File: config.mk
export PLATFORM = sky130hd
export DESIGN_NAME = mult_div_seq
export DESIGN_NICKNAME = d
export VERILOG_FILES = /design/src/rtl/mult_div_seq.sv
export SDC_FILE = /design/constraint.sdc
export NUM_CORES = 1
export LEC_CHECK = 0
export ABC_AREA = 1
export BUFFER_PORTS_ARGS = -buffer_cell sky130_fd_sc_hd__buf_2
export CORE_AREA = 2 2 263 265
export CTS_CLUSTER_SIZE = 24
export DETAILED_ROUTE_END_ITERATION = 7
export DIE_AREA = 0 0 265 267
export HOLD_SLACK_MARGIN = 0.05
export PLACE_DENSITY = 0.47
export SYNTH_ARGS = -nofsm -noshare
export SYNTH_HDL_FRONTEND = slang
export SYNTH_SLANG_ARGS = --single-unit
File: constraint.sdc
create_clock -name clk -period 5.2 [get_ports clk]
set_input_delay 0.78 -clock clk [delete_from_list [all_inputs] [get_ports clk]]
set_output_delay 0.78 -clock clk [all_outputs]
set_load 0.05 [all_outputs]
File: src/rtl/mult_div_seq.sv
// Iterative signed multiply/divide engine that backs the HI/LO registers.
// A single 2*WIDTH accumulator is shared by both operations. For MULT it is a
// shift-add over the multiplier bits. For DIV it performs restoring division,
// with the remainder in the upper half and the quotient shifting into the
// lower half. Signs are stripped in PREP and restored in FIX, so RUN only
// ever works on unsigned magnitudes.
module mult_div_seq #(
   parameter int unsigned WIDTH = 32
) (
   input  logic             clk,
   input  logic             reset,
   input  logic             start,
   input  logic             op,
   input  logic [WIDTH-1:0] a,
   input  logic [WIDTH-1:0] b,
   output logic             busy,
   output logic             done,
   output logic             div_zero,
   output logic [WIDTH-1:0] hi,
   output logic [WIDTH-1:0] lo
);

   localparam int unsigned CW = $clog2(WIDTH + 1);

   typedef enum logic [2:0] {
      StIdle = 3'd0,
      StPrep = 3'd1,
      StRun  = 3'd2,
      StFix  = 3'd3,
      StDone = 3'd4
   } state_t;

   state_t state_q, state_d;

   // Operands and sign flags captured when a request is accepted
   logic             op_q;
   logic [WIDTH-1:0] a_q;
   logic [WIDTH-1:0] b_q;
   logic             sign_q;   // product sign (MULT) or quotient sign (DIV)
   logic             rsign_q;  // remainder sign: follows the dividend
   logic             dz_q;

   // Iteration state
   logic [CW-1:0]      cnt_q;
   logic [WIDTH-1:0]   m_q;    // multiplicand or divisor magnitude
   logic [2*WIDTH-1:0] acc_q;

   // Architectural results
   logic [WIDTH-1:0] hi_q;
   logic [WIDTH-1:0] lo_q;

   // Magnitudes; the wrap of -(-2^(W-1)) gives the correct unsigned value
   logic [WIDTH-1:0] a_mag;
   logic [WIDTH-1:0] b_mag;
   logic             b_is_zero;

   // One iteration of each algorithm
   logic [WIDTH:0]     mult_sum;
   logic [2*WIDTH-1:0] mult_acc;
   logic [WIDTH:0]     div_shift;
   logic               div_ge;
   logic [WIDTH-1:0]   div_rem;
   logic [2*WIDTH-1:0] div_acc;
   logic [2*WIDTH-1:0] step_acc;

   // Sign-corrected results presented to HI/LO in FIX
   logic [2*WIDTH-1:0] prod_fix;
   logic [WIDTH-1:0]   quot_fix;
   logic [WIDTH-1:0]   rem_fix;
   logic [WIDTH-1:0]   hi_fix;
   logic [WIDTH-1:0]   lo_fix;

   // Operand magnitudes and the divide-by-zero detect
   always_comb begin
      a_mag     = a_q[WIDTH-1] ? (~a_q + 1'b1) : a_q;
      b_mag     = b_q[WIDTH-1] ? (~b_q + 1'b1) : b_q;
      b_is_zero = (b_q == '0);
   end

   // Single shift-add / restoring-divide step on the shared accumulator
   always_comb begin
      // MULT: add the multiplicand into the upper half when the current
      // multiplier bit is set, then shift the whole accumulator right,
      // including the carry.
      if (acc_q[0]) begin
         mult_sum = {1'b0, acc_q[2*WIDTH-1:WIDTH]} + {1'b0, m_q};
      end else begin
         mult_sum = {1'b0, acc_q[2*WIDTH-1:WIDTH]};
      end
      mult_acc = {mult_sum, acc_q[WIDTH-1:1]};

      // DIV: shift the next dividend bit into a W+1 bit partial remainder,
      // so 2*rem+1 never overflows. The divisor is then subtracted only if
      // it fits.
      div_shift = {acc_q[2*WIDTH-1:WIDTH], acc_q[WIDTH-1]};
      div_ge    = (div_shift >= {1'b0, m_q});
      if (div_ge) begin
         div_rem = WIDTH'(div_shift - {1'b0, m_q});
      end else begin
         div_rem = div_shift[WIDTH-1:0];
      end
      div_acc = {div_rem, acc_q[WIDTH-2:0], div_ge};

      step_acc = op_q ? div_acc : mult_acc;
   end

   // Sign fix-up; all negations wrap mod 2^W (or 2^2W for the product)
   always_comb begin
      prod_fix = sign_q ? (~acc_q + 1'b1) : acc_q;
      quot_fix = sign_q ? (~acc_q[WIDTH-1:0] + 1'b1) : acc_q[WIDTH-1:0];
      rem_fix  = rsign_q ? (~acc_q[2*WIDTH-1:WIDTH] + 1'b1) : acc_q[2*WIDTH-1:WIDTH];
      if (op_q) begin
         hi_fix = rem_fix;
         lo_fix = quot_fix;
      end else begin
         hi_fix = prod_fix[2*WIDTH-1:WIDTH];
         lo_fix = prod_fix[WIDTH-1:0];
      end
   end

   // Sequencer next-state logic
   always_comb begin
      state_d = state_q;
      unique case (state_q)
         StIdle: if (start) state_d = StPrep;
         // A divide by zero skips RUN and FIX, so HI/LO stay untouched
         StPrep: state_d = (op_q && b_is_zero) ? StDone : StRun;
         StRun:  if (cnt_q == CW'(1)) state_d = StFix;
         StFix:  state_d = StDone;
         StDone: state_d = StIdle;
         default: state_d = StIdle;
      endcase
   end

   // Status outputs decoded from the current state
   always_comb begin
      busy     = (state_q == StPrep) || (state_q == StRun) || (state_q == StFix);
      done     = (state_q == StDone);
      div_zero = (state_q == StDone) && dz_q;
      hi       = hi_q;
      lo       = lo_q;
   end

   // Sequencer state register
   always_ff @(posedge clk) begin
      if (reset) begin
         state_q <= StIdle;
      end else begin
         state_q <= state_d;
      end
   end

   // Operand capture, iteration datapath and result registers
   always_ff @(posedge clk) begin
      if (reset) begin
         op_q    <= 1'b0;
         a_q     <= '0;
         b_q     <= '0;
         sign_q  <= 1'b0;
         rsign_q <= 1'b0;
         dz_q    <= 1'b0;
         cnt_q   <= '0;
         m_q     <= '0;
         acc_q   <= '0;
         hi_q    <= '0;
         lo_q    <= '0;
      end else begin
         unique case (state_q)
            StIdle: begin
               if (start) begin
                  op_q    <= op;
                  a_q     <= a;
                  b_q     <= b;
                  sign_q  <= a[WIDTH-1] ^ b[WIDTH-1];
                  rsign_q <= a[WIDTH-1];
                  dz_q    <= 1'b0;
               end
            end
            StPrep: begin
               cnt_q <= CW'(WIDTH);
               dz_q  <= op_q && b_is_zero;
               if (op_q) begin
                  // Dividend starts in the low half, remainder starts at zero
                  m_q   <= b_mag;
                  acc_q <= {{WIDTH{1'b0}}, a_mag};
               end else begin
                  // Multiplier starts in the low half and is consumed LSB first
                  m_q   <= a_mag;
                  acc_q <= {{WIDTH{1'b0}}, b_mag};
               end
            end
            StRun: begin
               cnt_q <= cnt_q - CW'(1);
               acc_q <= step_acc;
            end
            StFix: begin
               hi_q <= hi_fix;
               lo_q <= lo_fix;
            end
            StDone: begin
               cnt_q <= '0;
            end
            default: begin
               cnt_q <= '0;
            end
         endcase
      end
   end

endmodule

==> results by group <==
Route
  • Highest routed layer: met4
  • Metal1 wirelength: about 38 mm
  • WL per Instance: 19.2 µm
  • DRT iter0 DRCs: ~2200
  • Routed wire length: 85.3 mm
  • Vias/cell: 5.02
  • Met2 routed WL: between 30 and 40 mm
  • Via Count: 22300
  • Final ANT Viol Nets: 0
  • WL met3: 4.33 mm
  • Post-route DRC: 0
  • Initial DRT Pass Iterations: 5

Timing
  • RSZ-0062 raised after global routing: false
  • Hold WS: 0.450 ns
  • Clock skew: 0.0176 ns
  • Tmin final: 3.12 ns
  • Relative slew margins: 37.2%
  • Tcrit/Tclk final: 60.1%
  • Final-report setup violation count: 0
  • Sum Neg Setup Slack: 0 ns
  • Max Clock Freq: 320 MHz
  • Final hold violations: 0
  • Max Slew Vio Count: 0
  • Tightest Pin Transition: around 0.94 ns

Synth
  • Number of flops mapped to enable cells by yosys: 0
  • Top cells by instance count after synthesis: nand2_1, inv_1, nand3_1, nor2_1, a21oi_1
  • Biggest area consumer among synthesized cells: dfxtp_1
  • Largest family of logic cells by synthesized area: simple AND/OR/NAND/NOR gates
  • Multiplexer area fraction after synthesis: 0%
  • Flops & latches, synth: 236
  • Post-Synth Simple-Gate Area: 39.0%
  • Mapped Cells: ~3500
  • Count of cell types in the netlist: 53
  • Area contributors post-synth: dfxtp_1, nand2_1, inv_1
  • Post-Synth XOR/XNOR Area: between 4 and 5%
  • Synth Area in Compound Gates: 16.1%
  • Ys flop type: dfxtp_1
  • Synthesized Nets: 3649
  • Post-synth top area share: 23.4%
  • Synth warn: 0
  • Adder-Cell Fraction of Synth Area: 4.54%
  • Mapped Avg Cell Area: 5.75 µm²
  • Register area share after synthesis: 23.4%
  • Post-Syn Area: 20200 µm²
  • Count leader, synth: nand2_1
  • Share of synthesized flip-flops with an asynchronous set or reset: 0%

CTS
  • Clock buffer depth: 3
  • Number of CTS-inserted buffers: 30
  • CTS tree: built
  • CTS root buf: clkbuf_16
  • Post-CTS Setup Bufs: 0
  • # hold bufs at CTS: 0
  • Worst-skew pair later-pin latency: around 0.6 ns
  • CTS resizes: 0
  • TritonCTS Sinks: 236
  • # H-tree levels: 1
  • Clock transition at path regs: 0.06 ns

Floorplanning
  • Core Area: 68000 µm²
  • Initial Util: 29.7%
  • Die Y-Extent: 267 µm
  • DIE AREA: 70800 µm²
  • Num rows: 96
  • I/O pin total: 135
  • Die width: 265 µm

Power and ir drop
  • Max VDD drop: approximately 0.26 mV
  • Pwr/cell area: 435 nW/µm²
  • Static Leak: 11.0 nW

GRT
  • Grt ovf: 0
  • Vias in the first global route: between 20000 and 25000
  • Tot GR Track Use: 23.7%
  • Pin count of the biggest net entering global routing: 166
  • First-pass GRT wire length: 129 mm
  • Initial antenna violation count: 0

Setup path
  • Arr. time, crit path: 3.65 ns
  • Slowest-stage cell, CP: dfxtp_1
  • Crit. End Element: register
  • Type of origin of the critical path: register
  • Reg-to-reg slack, setup: between 2 and 2.5 ns
  • Worst stage delay on the critical path: 0.58 ns
  • Crit Path Class: reg -> reg
  • Worst Path Required: 5.72 ns
  • Most frequent CP cell: nand2_1
  • Worst path bufs/invs: 2
  • Top Family by Delay on Critical Path: simple AND/OR/NAND/NOR gates
  • Critical path fanouts, max: 7
  • Crit path cell chain: ha_1 > inv_1 > fa_1 > inv_1 > nand2_1 > nand2_1 > nand3_1 > nand2_1 > nand2_1 > nand2_1 > nand2_1 > nand3b_1 > nand3_1 > a21oi_1 > nand2_1 > a21oi_2

Worst hold path
  • Path type of the worst min-delay path: in -> reg

Cells and area
  • Fin util: 33.1%
  • Layout cells sized above 1: under 10%
  • Post-route cell area: 22500 µm²
  • Synthesis-to-layout area growth: 11.7%
  • Layout Nets: around 3700
  • N_diodes: 0

Placed design
  • Placement-stage cell area: 21600 µm²
  • Post-DP HPWL: approximately 67 mm
  • I/O Buffers: 134
  • Gp weighted congestion: 0.968

Run
  • Max-cap violations: 0

Run status
  • Outcome: complete, no violations
## layout make-up
cell class                 instances  area, µm²
inverter                         508       1910
multi-input combinational       2613      12900
sequential                       236       4730
timing repair buffer             156        878
tap                              882       1100
fill                            7808      45500
clock inverter                    11       92.6
clock buffer                      42        887
## cell usage in the layout, fill, tap and decap left out, types with 11 or more instances in the layout
cell,netlist,final
inv_1,497,495
nand3b_1,18,18
nor2_1,316,316
o21ai_0,201,201
buf_2,21,132
dfxtp_1,236,233
nand2_1,1018,1018
nand4_1,39,39
o211ai_1,33,33
a31oi_1,17,17
xnor2_1,17,17
o221ai_1,15,15
nand2_2,11,11
or2_2,15,15
nand3_1,343,342
a21oi_1,281,281
ha_1,70,70
nor2_2,15,15
buf_4,3,21
o22ai_1,20,20
clkbuf_16,0,31
xor2_1,83,83
nor3_1,32,32
## worst paths after layout
path             start         to  cells past startpoint
max          acc_q[32]  acc_q[59]                     16
min               a[8]     a_q[8]                      3
max reg2reg  acc_q[32]  acc_q[59]                     16
min reg2reg     b_q[0]     m_q[0]                      2
## routing by layer
metal,track usage [%],vias to the layer above
li1,-,11300
met1,31.1,10200
met2,39.7,652
met3,2.20,135
met4,9.60,0
met5,0,-
## power breakdown
part           switching [mW]  internal, mW  leakage [nW]
Combinational            3.89          1.51          8.57
Clock                   0.895          1.23         0.471
Sequential              0.252          2.03          1.93
## through the flow
stage	power, mW	setup slack, ns	cells
finish	9.80	2.08	4448
global route	10.5	1.78	4448
CTS	9.74	2.08	4448
detailed placement	7.60	2.11	4395
global placement	7.64	2.11	4395
floorplan	6.00	2.26	3509
## worst register-to-register path, delay by kind of cell (launching register included)
family	cells	cell delay, ns
DFF	1	0.58
buffers and inverters	2	0.28
adders and majority gates	2	0.79
and+or+nand+nor	10	1.11
AOI/OAI and AO/OA	2	0.30
## flip-flops by register name, summed over array words and instances, names as in the netlist
name,count
a_q,32
b_q,32
sign_q,1
dz_q,1
op_q,1
cnt_q,6
acc_q,64
m_q,32
hi,32
lo,32
state_q,3
## kinds of logic after synthesis
logic type	Yosys count
AND/OR/NAND/NOR	1845
buffers and inverters	660
AO/OA/AOI/OAI	596
flip-flops	236
XOR/XNOR	100
adder cells (fa/ha/maj)	72
No activity file was read; power rests on OpenSTA's default activity.
